**src/rtl/risc_pkg.sv**
```systemverilog
// Shared definitions for the VeriRISC control unit: opcodes, phase names,
// sequencer state encoding and the ALU-operation classifier used by the
// decoder, the ALU and the disassembler.
package risc_pkg;

    // Opcode encodings (low three bits of the IR opcode field)
    localparam logic [2:0] OP_HLT = 3'd0;
    localparam logic [2:0] OP_SKZ = 3'd1;
    localparam logic [2:0] OP_ADD = 3'd2;
    localparam logic [2:0] OP_AND = 3'd3;
    localparam logic [2:0] OP_XOR = 3'd4;
    localparam logic [2:0] OP_LDA = 3'd5;
    localparam logic [2:0] OP_STO = 3'd6;
    localparam logic [2:0] OP_JMP = 3'd7;

    // Instruction phase encodings
    localparam logic [2:0] PH_INST_ADDR  = 3'd0;
    localparam logic [2:0] PH_INST_FETCH = 3'd1;
    localparam logic [2:0] PH_INST_LOAD  = 3'd2;
    localparam logic [2:0] PH_IDLE       = 3'd3;
    localparam logic [2:0] PH_OP_ADDR    = 3'd4;
    localparam logic [2:0] PH_OP_FETCH   = 3'd5;
    localparam logic [2:0] PH_ALU_OP     = 3'd6;
    localparam logic [2:0] PH_STORE      = 3'd7;

    typedef enum logic [1:0] {
        ST_RUN    = 2'd0,
        ST_WAIT   = 2'd1,
        ST_HALTED = 2'd2
    } state_t;

    // Opcodes that read an operand from memory and load the accumulator
    function automatic logic is_aluop(input logic [2:0] op);
        return (op == OP_ADD) || (op == OP_AND) || (op == OP_XOR) || (op == OP_LDA);
    endfunction

endpackage

```
**src/rtl/risc_ctrl_decode.sv**
```systemverilog
// Combinational strobe decoder for the VeriRISC sequencer.
// Ports:
//   i_phase, i_opcode, i_zero, i_state  : decode inputs
//   o_sel .. o_data_e                   : datapath strobes
//   o_halt                              : halt indication (HALTED, or phase 4 of HLT/illegal)
//   o_wait_pt                           : current phase waits for mem_ready
//   o_illegal_op                        : opcode has nonzero bits above bit 2
module risc_ctrl_decode
    import risc_pkg::*;
#(
    parameter int OPC_W = 3
) (
    input  logic [2:0]       i_phase,
    input  logic [OPC_W-1:0] i_opcode,
    input  logic             i_zero,
    input  state_t           i_state,
    output logic             o_sel,
    output logic             o_rd,
    output logic             o_ld_ir,
    output logic             o_inc_pc,
    output logic             o_ld_ac,
    output logic             o_wr,
    output logic             o_ld_pc,
    output logic             o_data_e,
    output logic             o_halt,
    output logic             o_wait_pt,
    output logic             o_illegal_op
);

    logic [OPC_W-1:0] w_hi;
    logic [2:0]       w_op3;
    logic             w_legal;
    logic             w_alu;
    logic             w_hlt;
    logic             w_skz;
    logic             w_sto;
    logic             w_jmp;

    // Legality check and per-opcode flags; illegal codes match no legal opcode
    always_comb begin
        w_hi    = i_opcode >> 3'd3;
        w_op3   = i_opcode[2:0];
        w_legal = (w_hi == {OPC_W{1'b0}});
        w_alu   = w_legal & is_aluop(w_op3);
        w_hlt   = w_legal & (w_op3 == OP_HLT);
        w_skz   = w_legal & (w_op3 == OP_SKZ);
        w_sto   = w_legal & (w_op3 == OP_STO);
        w_jmp   = w_legal & (w_op3 == OP_JMP);
    end

    assign o_illegal_op = ~w_legal;

    // Strobe decode by phase; HALTED forces every strobe low
    always_comb begin
        o_sel     = 1'b0;
        o_rd      = 1'b0;
        o_ld_ir   = 1'b0;
        o_inc_pc  = 1'b0;
        o_ld_ac   = 1'b0;
        o_wr      = 1'b0;
        o_ld_pc   = 1'b0;
        o_data_e  = 1'b0;
        o_halt    = 1'b0;
        o_wait_pt = 1'b0;
        if (i_state == ST_HALTED) begin
            o_halt = 1'b1;
        end else begin
            case (i_phase)
                PH_INST_ADDR: begin
                    o_sel = 1'b1;
                end
                PH_INST_FETCH: begin
                    o_sel = 1'b1;
                    o_rd  = 1'b1;
                end
                PH_INST_LOAD: begin
                    o_sel     = 1'b1;
                    o_rd      = 1'b1;
                    o_ld_ir   = 1'b1;
                    o_wait_pt = 1'b1;
                end
                PH_IDLE: begin
                    o_sel   = 1'b1;
                    o_rd    = 1'b1;
                    o_ld_ir = 1'b1;
                end
                PH_OP_ADDR: begin
                    o_inc_pc = 1'b1;
                    o_halt   = w_hlt | ~w_legal;
                end
                PH_OP_FETCH: begin
                    o_rd = w_alu;
                end
                PH_ALU_OP: begin
                    o_rd      = w_alu;
                    o_inc_pc  = w_skz & i_zero;
                    o_ld_pc   = w_jmp;
                    o_data_e  = w_sto;
                    o_wait_pt = w_alu;
                end
                PH_STORE: begin
                    o_rd      = w_alu;
                    o_ld_ac   = w_alu;
                    o_ld_pc   = w_jmp;
                    o_data_e  = w_sto;
                    o_wr      = w_sto;
                    o_wait_pt = w_sto;
                end
                default: begin
                    o_sel = 1'b0;
                end
            endcase
        end
    end

endmodule

```
**src/rtl/risc_sequencer.sv**
```systemverilog
// VeriRISC control unit: phase counter, wait-state/timeout handling, halt,
// resume, single-step and illegal-opcode trapping.
// Ports:
//   i_clk, i_rst (async active-high), i_run, i_step_mode, i_mem_ready,
//   i_zero, i_opcode[OPC_W]
//   o_phase[3], datapath strobes o_sel/o_rd/o_ld_ir/o_inc_pc/o_ld_ac/o_wr/
//   o_ld_pc/o_data_e, o_halt, sticky o_illegal and o_timeout
module risc_sequencer
    import risc_pkg::*;
#(
    parameter int OPC_W    = 3,
    parameter int MAX_WAIT = 15,
    parameter int CNT_W    = 4
) (
    input  logic             i_clk,
    input  logic             i_rst,
    input  logic             i_run,
    input  logic             i_step_mode,
    input  logic             i_mem_ready,
    input  logic             i_zero,
    input  logic [OPC_W-1:0] i_opcode,
    output logic [2:0]       o_phase,
    output logic             o_sel,
    output logic             o_rd,
    output logic             o_ld_ir,
    output logic             o_inc_pc,
    output logic             o_ld_ac,
    output logic             o_wr,
    output logic             o_ld_pc,
    output logic             o_data_e,
    output logic             o_halt,
    output logic             o_illegal,
    output logic             o_timeout
);

    localparam logic TIMEOUT_EN = (MAX_WAIT != 32'sd0);

    state_t           r_state;
    logic [2:0]       r_phase;
    logic [CNT_W-1:0] r_wait_cnt;
    logic             r_illegal;
    logic             r_timeout;
    logic             w_halt;
    logic             w_wait_pt;
    logic             w_illegal_op;

    risc_ctrl_decode #(.OPC_W(OPC_W)) u_decode (
        .i_phase      (r_phase),
        .i_opcode     (i_opcode),
        .i_zero       (i_zero),
        .i_state      (r_state),
        .o_sel        (o_sel),
        .o_rd         (o_rd),
        .o_ld_ir      (o_ld_ir),
        .o_inc_pc     (o_inc_pc),
        .o_ld_ac      (o_ld_ac),
        .o_wr         (o_wr),
        .o_ld_pc      (o_ld_pc),
        .o_data_e     (o_data_e),
        .o_halt       (w_halt),
        .o_wait_pt    (w_wait_pt),
        .o_illegal_op (w_illegal_op)
    );

    assign o_halt    = w_halt;
    assign o_phase   = r_phase;
    assign o_illegal = r_illegal;
    assign o_timeout = r_timeout;

    // Sequencer FSM: phase counter, wait counter and sticky error flags
    always_ff @(posedge i_clk or posedge i_rst) begin
        if (i_rst) begin
            r_state    <= ST_RUN;
            r_phase    <= 3'd0;
            r_wait_cnt <= {CNT_W{1'b0}};
            r_illegal  <= 1'b0;
            r_timeout  <= 1'b0;
        end else begin
            case (r_state)
                ST_RUN: begin
                    if ((r_phase == PH_OP_ADDR) && w_illegal_op) begin
                        r_illegal <= 1'b1;
                    end
                    // w_halt in RUN is only ever the phase-4 HLT/illegal event
                    if (w_halt) begin
                        r_state <= ST_HALTED;
                        r_phase <= 3'd0;
                    end else if (w_wait_pt && !i_mem_ready) begin
                        r_state    <= ST_WAIT;
                        r_wait_cnt <= {CNT_W{1'b0}};
                    end else if ((r_phase == PH_STORE) && i_step_mode) begin
                        r_state <= ST_HALTED;
                        r_phase <= 3'd0;
                    end else begin
                        r_phase <= r_phase + 3'd1;
                    end
                end
                ST_WAIT: begin
                    if (i_mem_ready) begin
                        r_wait_cnt <= {CNT_W{1'b0}};
                        if ((r_phase == PH_STORE) && i_step_mode) begin
                            r_state <= ST_HALTED;
                            r_phase <= 3'd0;
                        end else begin
                            r_state <= ST_RUN;
                            r_phase <= r_phase + 3'd1;
                        end
                    end else if (TIMEOUT_EN && (r_wait_cnt == CNT_W'(MAX_WAIT))) begin
                        r_timeout  <= 1'b1;
                        r_state    <= ST_HALTED;
                        r_phase    <= 3'd0;
                        r_wait_cnt <= {CNT_W{1'b0}};
                    end else begin
                        r_wait_cnt <= r_wait_cnt + {{(CNT_W-1){1'b0}}, 1'b1};
                    end
                end
                ST_HALTED: begin
                    r_phase <= 3'd0;
                    if (i_run) begin
                        r_state <= ST_RUN;
                    end else begin
                        r_state <= ST_HALTED;
                    end
                end
                default: begin
                    r_state <= ST_RUN;
                    r_phase <= 3'd0;
                end
            endcase
        end
    end

endmodule
```
**config.mk**
```make
export PLATFORM = sky130hd
export DESIGN_NAME = risc_sequencer
export DESIGN_NICKNAME = d
export VERILOG_FILES = /design/src/rtl/risc_pkg.sv /design/src/rtl/risc_ctrl_decode.sv /design/src/rtl/risc_sequencer.sv
export SDC_FILE = /design/constraint.sdc
export NUM_CORES = 1
export LEC_CHECK = 0
export ABC_AREA = 0
export CORE_MARGIN = 2
export CORE_UTILIZATION = 41
export DETAILED_ROUTE_END_ITERATION = 7
export HOLD_SLACK_MARGIN = 0.05
export PLACE_DENSITY = 0.74
export SYNTH_ARGS = -nofsm -noshare
export SYNTH_HDL_FRONTEND = slang
export SYNTH_SLANG_ARGS = --single-unit
```
**constraint.sdc**
```tcl
create_clock -name i_clk -period 2 [get_ports i_clk]
set_input_delay 0.2 -clock i_clk [delete_from_list [all_inputs] [get_ports i_clk]]
set_output_delay 0.2 -clock i_clk [all_outputs]
set_load 0.05 [all_outputs]
```
== Word level (Yosys, flattened, before mapping) ==
Index checks and enable logic that the tools add are counted.
Widths: inputs -> output; s select.
Storage, ports and cells
  register bits after elaboration: 10
Cells by class
  add/sub/neg operators: 2
  equal/unequal tests: 22
  mux-type cells: 39
  bitwise gates (word level): 2
  reduce and logical (&&, ||, !) cells: 19
Operator list (number)
  $eq 3x3->1 const B: 8
  $mux 1: 17
  $mux 4: 4
  $mux 3: 5
  $mux 2: 7
  $eq 3x2->1 const B: 4
  $pmux 4 s2: 1
  $eq 3x1->1 const B: 2
  $logic_not 3->1: 2
  $ne 3x3->1 const B: 2
  $pmux 2 s3: 1
  $pmux 3 s2: 1
  $reduce_and 3->1: 2
  $reduce_or 3->1: 2
  $add 4x1->4 const B: 1
  $eq 4x4->1 const B: 1
  $ne 2x2->1 const B: 2
  $ne 4x4->1 const B: 1
  $pmux 1 s2: 2
  $reduce_and 2->1: 2
  $reduce_or 2->1: 2
  $reduce_or 4->1: 1
  $add 3x1->3 const B: 1
  $logic_or 1x1->1: 3
  other kinds (9): 10

== Logic depth before layout (Yosys ltp) ==
Gate-level depths: netlist of the first run.
  depth after elaboration: 10
  gate-level depth with buffers: 7
  gate-level depth less buffers: 7

== Modules after synthesis ==
Synthesis of the first run repeated with hierarchy kept, for this count alone.
Second synthesis, totals
  cells, all modules: 90
  area, all modules: 847.1 µm²
Modules (own cells, without submodules)
  risc_sequencer: times used 1, cells each 59, area each 644.4 µm², sequential area each 275.3 µm²
  risc_ctrl_decode: times used 1, cells each 31, area each 202.7 µm², sequential area each 0.0 µm²

== Worst setup path after synthesis of the first run ==
No wires, ideal clock.
  path kind: reg2out
  from: reg r_phase[1], in the netlist o_phase[1]
  to: out o_wr
  arrival: 2.290 ns
  slack: -0.490 ns
  cell stages (with the launch flop): 5
  buffers on the path: 0
  path through: dfrtp_1 > ha_1 > ha_1 > nand2_1 > nor3_1
Between the ends
  word-level cells in the longest chain between the ends: 3
RTL lines
  start: declaration: line risc_sequencer.sv:39  | logic [2:0] r_phase;
  start signal: assignment: line risc_sequencer.sv:95  | r_phase <= r_phase + 3'd1;
  start signal: assignment: line risc_sequencer.sv:106  | r_phase <= r_phase + 3'd1;
  $eq 3x3->1: line risc_ctrl_decode.sv:68  | case (i_phase)
  $mux 1: line risc_ctrl_decode.sv:68
  $mux 1: line risc_ctrl_decode.sv:65  | if (i_state == ST_HALTED) begin
  end: declaration: line risc_sequencer.sv:28  | output logic o_wr,
Every way passes these cells.

== Final worst setup path of the first run ==
  from: reg r_phase[0], in the netlist o_phase[0]
  to: out o_rd
Between the ends
  word-level cells in the longest chain between the ends: 4
  elaborated cells between the ends (all ways): 10
  classes of those cells: eq/ne: 6; mux: 2; reduce/logical: 2
RTL lines
  $eq 3x3->1 (tied with other cells): line risc_ctrl_decode.sv:68
  $reduce_or 3->1 (no source line)
  $pmux 1 s2 (*): line risc_ctrl_decode.sv:68
  $mux 1 (*): line risc_ctrl_decode.sv:65
  end: declaration: line risc_sequencer.sv:24  | output logic o_rd,
Every way passes the cells marked *; elsewhere a longest branch is shown, timed or not.

==> metrics.yaml, run 1 <==
status: "finished, final reports clean"
synth_mux_area_share_pct: 5.80
grt_pass1_vias: 654
num_vias: 718
via_per_inst: 4.92
clk_pin_slew_worst_paths_ns: 0.07
max-cap-violations: 0
postSynth.asyncResetShare_pct: 100
seqPwrFrac_pct: 19.7
p_leak_uw: 0.000545
die_h_um: 47.5
worst-path-buf-inv: 2
hold_viol: 0
utilization_pct: 68.2
synth.top_cell.area_share_pct: 32.2
worstMarginPinSlew_ns: 0.504
switching_share_pct: 50.4
yosys-top-cells-area: "dfrtp_1, ha_1, nor2_1"
syn_nets: 105
cp-end-kind: "primary output"
synth-compound-area-share_pct: 19.5
relSlewSlack_pct: 66.3
yosys.area.top_type: "dfrtp_1"
fin_area_mm2: 0.00119
fmax_mhz: 523
synth.cell_area_um2: 777
place.gp.congestion: 0.760
power.switching_uw: 971
drc_errors: 0
clk_path_buf_depth: 2
synth_edf_count: 0
path_cells: "buf_4 -> ha_1 -> o21ai_1 -> nor2_1 -> o31a_1 -> buf_4"
port_buffers: 21
gr-total-overflow: 0
clockRootBuffer: "clkbuf_4"
syn2layout_area_growth_pct: 53.3
synth_simple_gate_area_share_pct: 21.7
diodes: 0
finClkSkew_ns: 0.00568
htree_num_levels: 1
hpwlAfterDp_um: 1380
drv_slew: 0
io_pins: 23
fp.dieArea_mm2: 0.00226
ys_warn_count: 0
critical_path_class: "flip-flop to primary output"
crit_required_ns: 1.80
synth_cell_types: 35
clkLatencyLatePin_ns: 0.27
power_density_mw_per_mm2: 1620
drt_iter0_drc: 16
slowest_stage: "dfrtp_2"
cp_max_fo: 4
yosysMostFrequentCell: "nor2_1"
synth_top_flop_cell: "dfrtp_1"
clockPowerShare_pct: 9.5
nets: 138
synth_common_cells: "nor2_1, dfrtp_1, nand2_1"
critPathTopFamily: "flip-flops"
wl_per_cell_um: 11.6
tritoncts: "yes"
setup_viol: 0
cts_buffers: 3
die_x_um: 47.5
slowest_delay_ns: 0.44
synth_xor_xnor_area_share_pct: 1.13
seq_area_frac_synth_pct: 32.2
first_pass_iters: 4
synthCells: 89
yosys.area_share.adder_pct: 11.3
core-area_mm2: 0.00175
fillCellCount: 148
ir_worst_vdd_mv: 1.16
drive_above_1_share_pct: 32.2
ant_nets: 0
initial_core_util_pct: 44.5
ys_ff_latch: 10
antenna_found_initial: 0
rows: 15
grt_start_max_net_pins: 11
period_needed_ns: 1.91
avgSynthCellArea_um2: 8.73
synth_top_family_by_area: "simple AND/OR/NAND/NOR gates"
cts.sinks: 10
hp-class: "input port to asynchronous set/reset pin"
critPathMostFrequentCell: "buf_4"
dpl_cell_area_mm2: 0.00112
combPwrFrac_pct: 70.8
intPower_uw: 957
gr-usage-all-layers_pct: 17.6
wirelength_um: 1700
start_kind: "flip-flop"
grt_pass1_wl_um: 2820
cp.arrival_ns: 1.71
period_share_pct: 95.5
## final timing paths
check	from	to	slack (ns)	cells after the start
min in group i_clk	o_timeout	o_timeout	0.46	1
hold / removal	i_rst	r_state[0]	0.20	2
max in group asynchronous	i_rst	o_phase[0]	1.50	2
hold reg to reg	o_timeout	o_timeout	0.46	1
setup reg to reg	o_phase[0]	o_phase[2]	0.11	7
setup / recovery	o_phase[0]	o_rd	0.09	6
## power by group through the flow
stage	registers (uW)	clock network [uW]	logic, uW
2_1_floorplan	466	0	848
3_3_place_gp	387	0	1290
3_5_place_dp	393	0	1310
4_1_cts	388	187	1320
5_1_grt	388	200	1480
6_report	379	183	1370
## repair_timing
item                                    CTS  global route
endpoints found under the setup margin    0             3
endpoints found under the hold margin     0             0
gates resized for setup                   0             4
hold buffers                              0             0
buffers inserted                          0             3
## layout make-up
cell class,instances,area (um^2),area share (%)
Clock buffer,4,36.3,3.05
Timing Repair Buffer,31,338,28.4
Inverter,9,33.8,2.84
Multi-Input combinational cell,67,499,41.9
Tap cell,25,31.3,2.63
Sequential cell,10,253,21.2
## cells by family after synthesis
logic type | count (synthesis)
simple gates | 37
other cells | 1
xor+xnor | 1
fa+ha+maj | 7
flops | 10
compound gates | 17
buf+inv | 12
mux | 4
## worst register-to-register path, cell delays in order (launching register included)
cell,delay (ns)
dfrtp_2,0.44
inv_1,0.09
ha_2,0.22
nand2_1,0.07
o2bb2ai_1,0.15
o21bai_2,0.11
o31ai_4,0.31
mux2_2,0.38
## per-layer routing
layer	part of all wire, %	track usage [%]	vias up
li1	-	-	374
met1	47	23.6	320
met2	46	28.1	24
met3	6.8	6.79	0
met4	0	2.16	0
met5	0	0	-
## cell usage in the layout, fill, tap and decap left out, drive strengths merged, types with 2 or more instances in the layout
| cell | netlist | final |
|---|---|---|
| dfrtp | 10 | 10 |
| and3 | 2 | 2 |
| nor3 | 5 | 5 |
| clkbuf | 0 | 4 |
| ha | 7 | 7 |
| clkdlybuf4s50 | 0 | 12 |
| nor2 | 13 | 13 |
| inv | 9 | 9 |
| mux2 | 4 | 4 |
| buf | 3 | 19 |
| nand3 | 4 | 4 |
| nand2 | 9 | 9 |
| o2bb2ai | 2 | 2 |
| a21oi | 2 | 2 |
## through the flow
stage	hold WS (ns)	setup TNS, ns	setup slack [ns]	power (uW)	std cells
after floorplan	0.0400	0	0.00581	1310	89
after global placement	0.453	0	0.0831	1680	139
after detailed placement	0.454	0	0.0456	1710	139
after CTS	0.211	0	0.0765	1890	143
after global routing	0.257	-0.00217	-0.00206	2060	146
final	0.199	0	0.0893	1930	146
## registers in the layout, indices dropped and copies added (netlist names)
name and cells:
r_wait_cnt 4, o_phase 3, r_state 2, o_timeout 1
Power figures use the tool's default switching activity.
==> run 2, diff against run 1 <==
==> constraint.sdc (replaced) <==
create_clock -name i_clk -period 1.65 [get_ports i_clk]
set_input_delay 0.165 -clock i_clk [delete_from_list [all_inputs] [get_ports i_clk]]
set_output_delay 0.165 -clock i_clk [all_outputs]
set_load 0.05 [all_outputs]
==> run 2 against run 1 <==
Effect of this change:
- the flow now finishes with violations (negative setup slack)
- global-route usage up 3.4 points
- non-clock buffer count is 12 higher
- critical path type unchanged
- highest routed layer is now met4
- core utilization increased by 14 points
- sequential share of layout area shrank 3.2 points
- critical endpoint unchanged
==> metrics.yaml, run 2 (synthesized netlist as in run 1, its figures left out) <==
num_vias: 835  # +16%
diodes: 0  # unchanged
htree_num_levels: 1  # unchanged
place.gp.congestion: 0.784  # +3.1%
ir_worst_vdd_mv: 2.09  # +79%
drv_slew: 0  # unchanged
power_uw: 2900  # +50%
hold-worst-slack_ns: 0.147  # -0.0526 ns
die_x_um: 47.5  # unchanged
period_needed_ns: 1.89
fmax_mhz: 528
antenna_found_initial: 0  # unchanged
hpwlAfterDp_um: 1620  # +18%
gr-usage-all-layers_pct: 21.0  # +3.4 points
cp-end-kind: "primary output"
initial_core_util_pct: 44.5  # unchanged
clk_path_buf_depth: 2  # unchanged
via_per_inst: 5.28  # +7.5%
clk_pin_slew_worst_paths_ns: 0.07  # about the same
cp.arrival_ns: 1.73  # +0.02 ns
gr-total-overflow: 0  # unchanged
hold_viol: 0  # unchanged
drt_iter0_drc: 16  # unchanged
io_pins: 23  # unchanged
wl_per_cell_um: 14.1  # +21%
setup_viol: 14  # +14
first_pass_iters: 4  # unchanged
final_common_cell: "buf_4"
dpl_worst_slack_ns: -0.249  # -0.295 ns
wirelength_um: 2230  # +31%
cts_buffers: 3  # unchanged
fin_cells: 158  # +8.2%
hp-class: "input port to asynchronous set/reset pin"
fp.dieArea_mm2: 0.00226  # unchanged
clockRootBuffer: "clkbuf_4"
max-cap-violations: 0  # unchanged
port_buffers: 21  # unchanged
layout_setup_ws_ns: -0.244  # -0.333 ns
critical_path_class: "flip-flop to primary output"
rsz0062_at_grt: "yes"
ctsHoldBuffers: 0  # unchanged
final_cell_mix: "buf_4, nor2_1, clkdlybuf4s50_1"
cp_max_fo: 4  # unchanged
grt_pass1_wl_um: 3230  # +14%
grt_pass1_vias: 739  # +13%
ant_nets: 0  # unchanged
core-area_mm2: 0.00175  # unchanged
status: "finished, violations left"
die_h_um: 47.5  # unchanged
nets: 150  # +8.7%
syn2layout_area_growth_pct: 84.9
drc_errors: 0  # unchanged
violations: "negative setup slack"
start_kind: "flip-flop"
tritoncts: "yes"
cts.sinks: 10  # unchanged
p_leak_uw: 0.000637  # +17%
crit_required_ns: 1.48  # -0.32 ns
finClkSkew_ns: 0.00937  # +0.00369 ns
clkLatencyLatePin_ns: 0.28  # about the same
drive_above_1_share_pct: 56.4  # +24 points
largest_reg_flops: 4  # unchanged
rows: 15  # unchanged
top_register: "r_wait_cnt"
power_density_mw_per_mm2: 2020  # +25%
period_share_pct: 115
dp.cells: 149  # +7.2%
grt_start_max_net_pins: 11  # unchanged
==> run 2: cell types whose count changed in the layout (fill, tap and decap cells not counted), sizes merged <==
cell / change
buf: +16
clkdlybuf4s50: -4
==> run 2: worst paths after layout <==
check,from,endpoint,slack [ns],cells after the start
setup reg to reg,o_phase[0],o_phase[2],-0.20,8
min in group i_clk,o_timeout,o_timeout,0.47,1
max in group asynchronous,i_rst,o_phase[2],1.20,2
setup / recovery,o_phase[0],o_rd,-0.24,6
hold reg to reg,o_timeout,o_timeout,0.47,1
hold / removal,i_rst,o_phase[1],0.15,2
==> run 2: where the power goes <==
part	switching [uW]	leakage, uW	internal, uW
Clock	95.1	0.0000210	134
Combinational	1160	0.000490	998
Sequential	157	0.000126	352
Total	1410	0.000637	1480
==> run 2: critical path: stages (launching register included) <==
cell and delay, ns:
dfrtp_2 0.44, buf_4 0.15, ha_2 0.21, o21ai_2 0.12, nor2_1 0.07, o31a_2 0.32, buf_6 0.15
==> run 2: per-layer routing <==
| metal | global-route usage (%) | up-vias | part of all wire [%] |
|---|---|---|---|
| met4 | 6.49 | 0 | 1.1 |
| li1 | - | 405 | - |
| met1 | 24.0 | 403 | 42 |
| met2 | 37.3 | 23 | 52 |
| met5 | 0 | - | 0 |
| met3 | 6.79 | 4 | 5.3 |
==> run 2: what timing repair did <==
| action | CTS | global route |
|---|---|---|
| resized for setup | 18 | 12 |
| setup buffers | 5 | 1 |
| setup endpoints to repair | 15 | 16 |
| pin swaps | 4 | 5 |
==> run 2: area by class of cell <==
class                   count  area, um^2
repair buffers             43         457
inverters                   9        33.8
well taps                  25        31.3
multi-input cells          67         619
clock buffers               4        36.3
fillers                    97         309
flip-flops and latches     10         259
==> run 2: per-stage QoR <==
| stage | cell area, um^2 | TNS, ns | utilization, % |
|---|---|---|---|
| 6_report | 1440 | -2.14 | 82.3 |
| 5_1_grt | 1440 | -3.30 | 82.3 |
| 4_1_cts | 1380 | -2.13 | 78.9 |
| 2_1_floorplan | 848 | -1.18 | - |
| 3_3_place_gp | 1240 | -0.839 | 71.3 |
| 3_5_place_dp | 1240 | -1.11 | 71.3 |
==> run 3, diff against run 2 <==
--- a/config.mk
+++ b/config.mk
@@ -10,6 +10,7 @@
 export CORE_UTILIZATION = 41
 export DETAILED_ROUTE_END_ITERATION = 7
 export HOLD_SLACK_MARGIN = 0.05
+export MAX_ROUTING_LAYER = met4
 export PLACE_DENSITY = 0.74
 export SYNTH_ARGS = -nofsm -noshare
 export SYNTH_HDL_FRONTEND = slang
==> run 3 against run 2 <==
Effect of this change:
- the flow still finishes with violations (negative setup slack)
- first-iteration DRC count is 6.3% lower
- final cell count did not move
- sequential share of layout area unchanged
- wire length increased by 1.1%
- combinational power is essentially flat
- cell area did not move
- clock-buffer cell count unchanged
- worst hold slack about the same
- sequential cell count did not move
- largest cell class unchanged
- largest power group unchanged
==> metrics.yaml, run 3 (synthesized netlist as in run 1, its figures left out) <==
status: "finished, violations left"
violations: "negative setup slack"
crit_required_ns: 1.48  # about the same
htree_num_levels: 1  # unchanged
dpl_worst_slack_ns: -0.249  # unchanged
intPower_uw: 1480  # about the same
finalSetupTns_ns: -2.13  # +0.00609 ns
cts_buffers: 3  # unchanged
switching_share_pct: 48.8  # +0.061 points
setup_viol: 14  # unchanged
first_pass_iters: 4  # unchanged
top_register: "r_wait_cnt"
finClkSkew_ns: 0.0105  # +0.00116 ns
antenna_found_initial: 0  # unchanged
hp-class: "input port to asynchronous set/reset pin"
core-area_mm2: 0.00175  # unchanged
gr-usage-all-layers_pct: 21.7  # +0.67 points
combPwrFrac_pct: 74.5  # about the same
cp-end-kind: "primary output"
drc_errors: 0  # unchanged
cp-startpoint: "o_phase[0]"
hpwlAfterDp_um: 1620  # unchanged
layout_setup_ws_ns: -0.243  # +0.000655 ns
port_buffers: 21  # unchanged
r2r-start: "o_phase[0]"
final_cell_mix: "buf_4, nor2_1, clkdlybuf4s50_1"
fmax_mhz: 528  # about the same
fin_area_mm2: 0.00144  # unchanged
period_share_pct: 115  # about the same
diodes: 0  # unchanged
cts.sinks: 10  # unchanged
drive_above_1_share_pct: 56.4  # unchanged
start_kind: "flip-flop"
place.gp.congestion: 0.795  # +1.4%
hold_viol: 0  # unchanged
fin_cells: 158  # unchanged
rsz0062_at_grt: "yes"
ant_nets: 0  # unchanged
cp_max_fo: 4  # unchanged
clockPowerShare_pct: 7.9  # about the same
max-cap-violations: 0  # unchanged
num_vias: 850  # +1.8%
drv_slew: 0  # unchanged
ctsHoldBuffers: 0  # unchanged
gr-total-overflow: 0  # unchanged
period_needed_ns: 1.89  # -0.000655 ns
p_leak_uw: 0.000637  # unchanged
seqPwrFrac_pct: 17.6  # about the same
dpl_cell_area_mm2: 0.00124  # unchanged
power.switching_uw: 1420  # +0.25%
nets: 150  # unchanged
io_pins: 23  # unchanged
wl_per_cell_um: 14.2  # +1.1%
clk_pin_slew_worst_paths_ns: 0.08  # about the same
cp.arrival_ns: 1.73  # about the same
dp.cells: 149  # unchanged
power_density_mw_per_mm2: 2020  # +0.12%
critical_path_class: "flip-flop to primary output"
clk_path_buf_depth: 2  # unchanged
tritoncts: "yes"
ir_worst_vdd_mv: 2.09  # about the same
wirelength_um: 2250  # +1.1%
largest_reg_flops: 4  # unchanged
die_h_um: 47.5  # unchanged
worst_r2r_path_depth: 8  # unchanged
drt_iter0_drc: 15  # -1
final_common_cell: "buf_4"
grt_start_max_net_pins: 11  # unchanged
clkLatencyLatePin_ns: 0.28  # about the same
initial_core_util_pct: 44.5  # unchanged
power_uw: 2900  # +0.12%
clockRootBuffer: "clkbuf_4"
die_x_um: 47.5  # unchanged
syn2layout_area_growth_pct: 84.9  # unchanged
grt_pass1_vias: 738  # -0.14%
via_per_inst: 5.38  # +1.8%
rows: 15  # unchanged
regToRegSetupSlack_ns: -0.20  # about the same
fp.dieArea_mm2: 0.00226  # unchanged
fillCellCount: 97  # unchanged
grt_pass1_wl_um: 3220  # -0.22%
## run 3: cell counts in the layout (fill, tap and decap cells not counted)
Identical to the previous run, type by type.
## run 3: layout make-up
cell class,instances,area (um^2),area share (%)
clock buffers,4,36.3,2.53
inverters,9,33.8,2.35
repair buffers,43,457,31.8
multi-input cells,67,619,43.1
flip-flops and latches,10,259,18.0
well taps,25,31.3,2.18
## run 3: what timing repair did
item,4_1_cts,5_1_grt
setup endpoints to repair,15,16
pin swaps,4,5
resized for setup,18,12
setup buffers,5,1
## run 3: power by group through the flow
stage / logic [uW] / clock network (uW) / registers (uW)
floorplan: 1100 / 0 / 584
global placement: 1780 / 0 / 483
detailed placement: 1820 / 0 / 497
CTS: 2020 / 233 / 494
global route: 2270 / 250 / 521
finish: 2160 / 230 / 510
## run 3: path summary, 6_finish.rpt
path / to
setup / recovery: o_rd
hold / removal: o_phase[1]
setup reg to reg: o_phase[2]
hold reg to reg: o_timeout
max in group asynchronous: o_phase[2]
min in group i_clk: o_timeout
## run 3: per-stage QoR
stage / utilization [%] / hold WS (ns)
after CTS: 78.9 / 0.155
after global placement: 71.3 / 0.455
final: 82.3 / 0.147
after global routing: 82.3 / 0.172
after detailed placement: 71.3 / 0.457
after floorplan: - / 0.00506
## run 3: per-layer routing
layer | part of all wire (%) | up-vias | wire (um) | global-route usage, %
li1 | - | 404 | - | -
met1 | 41 | 416 | 930 | 24.0
met2 | 52 | 26 | 1160 | 37.3
met3 | 5.6 | 4 | 126 | 6.79
met4 | 1.3 | 0 | 29 | 6.49
met5 | 0 | - | 0 | -
## run 3: worst max-delay path, stage by stage, from the launching register on
cell and delay [ns]:
dfrtp_2 0.44, buf_4 0.15, ha_2 0.21, o21ai_2 0.12
nor2_1 0.07, o31a_2 0.32, buf_6 0.15
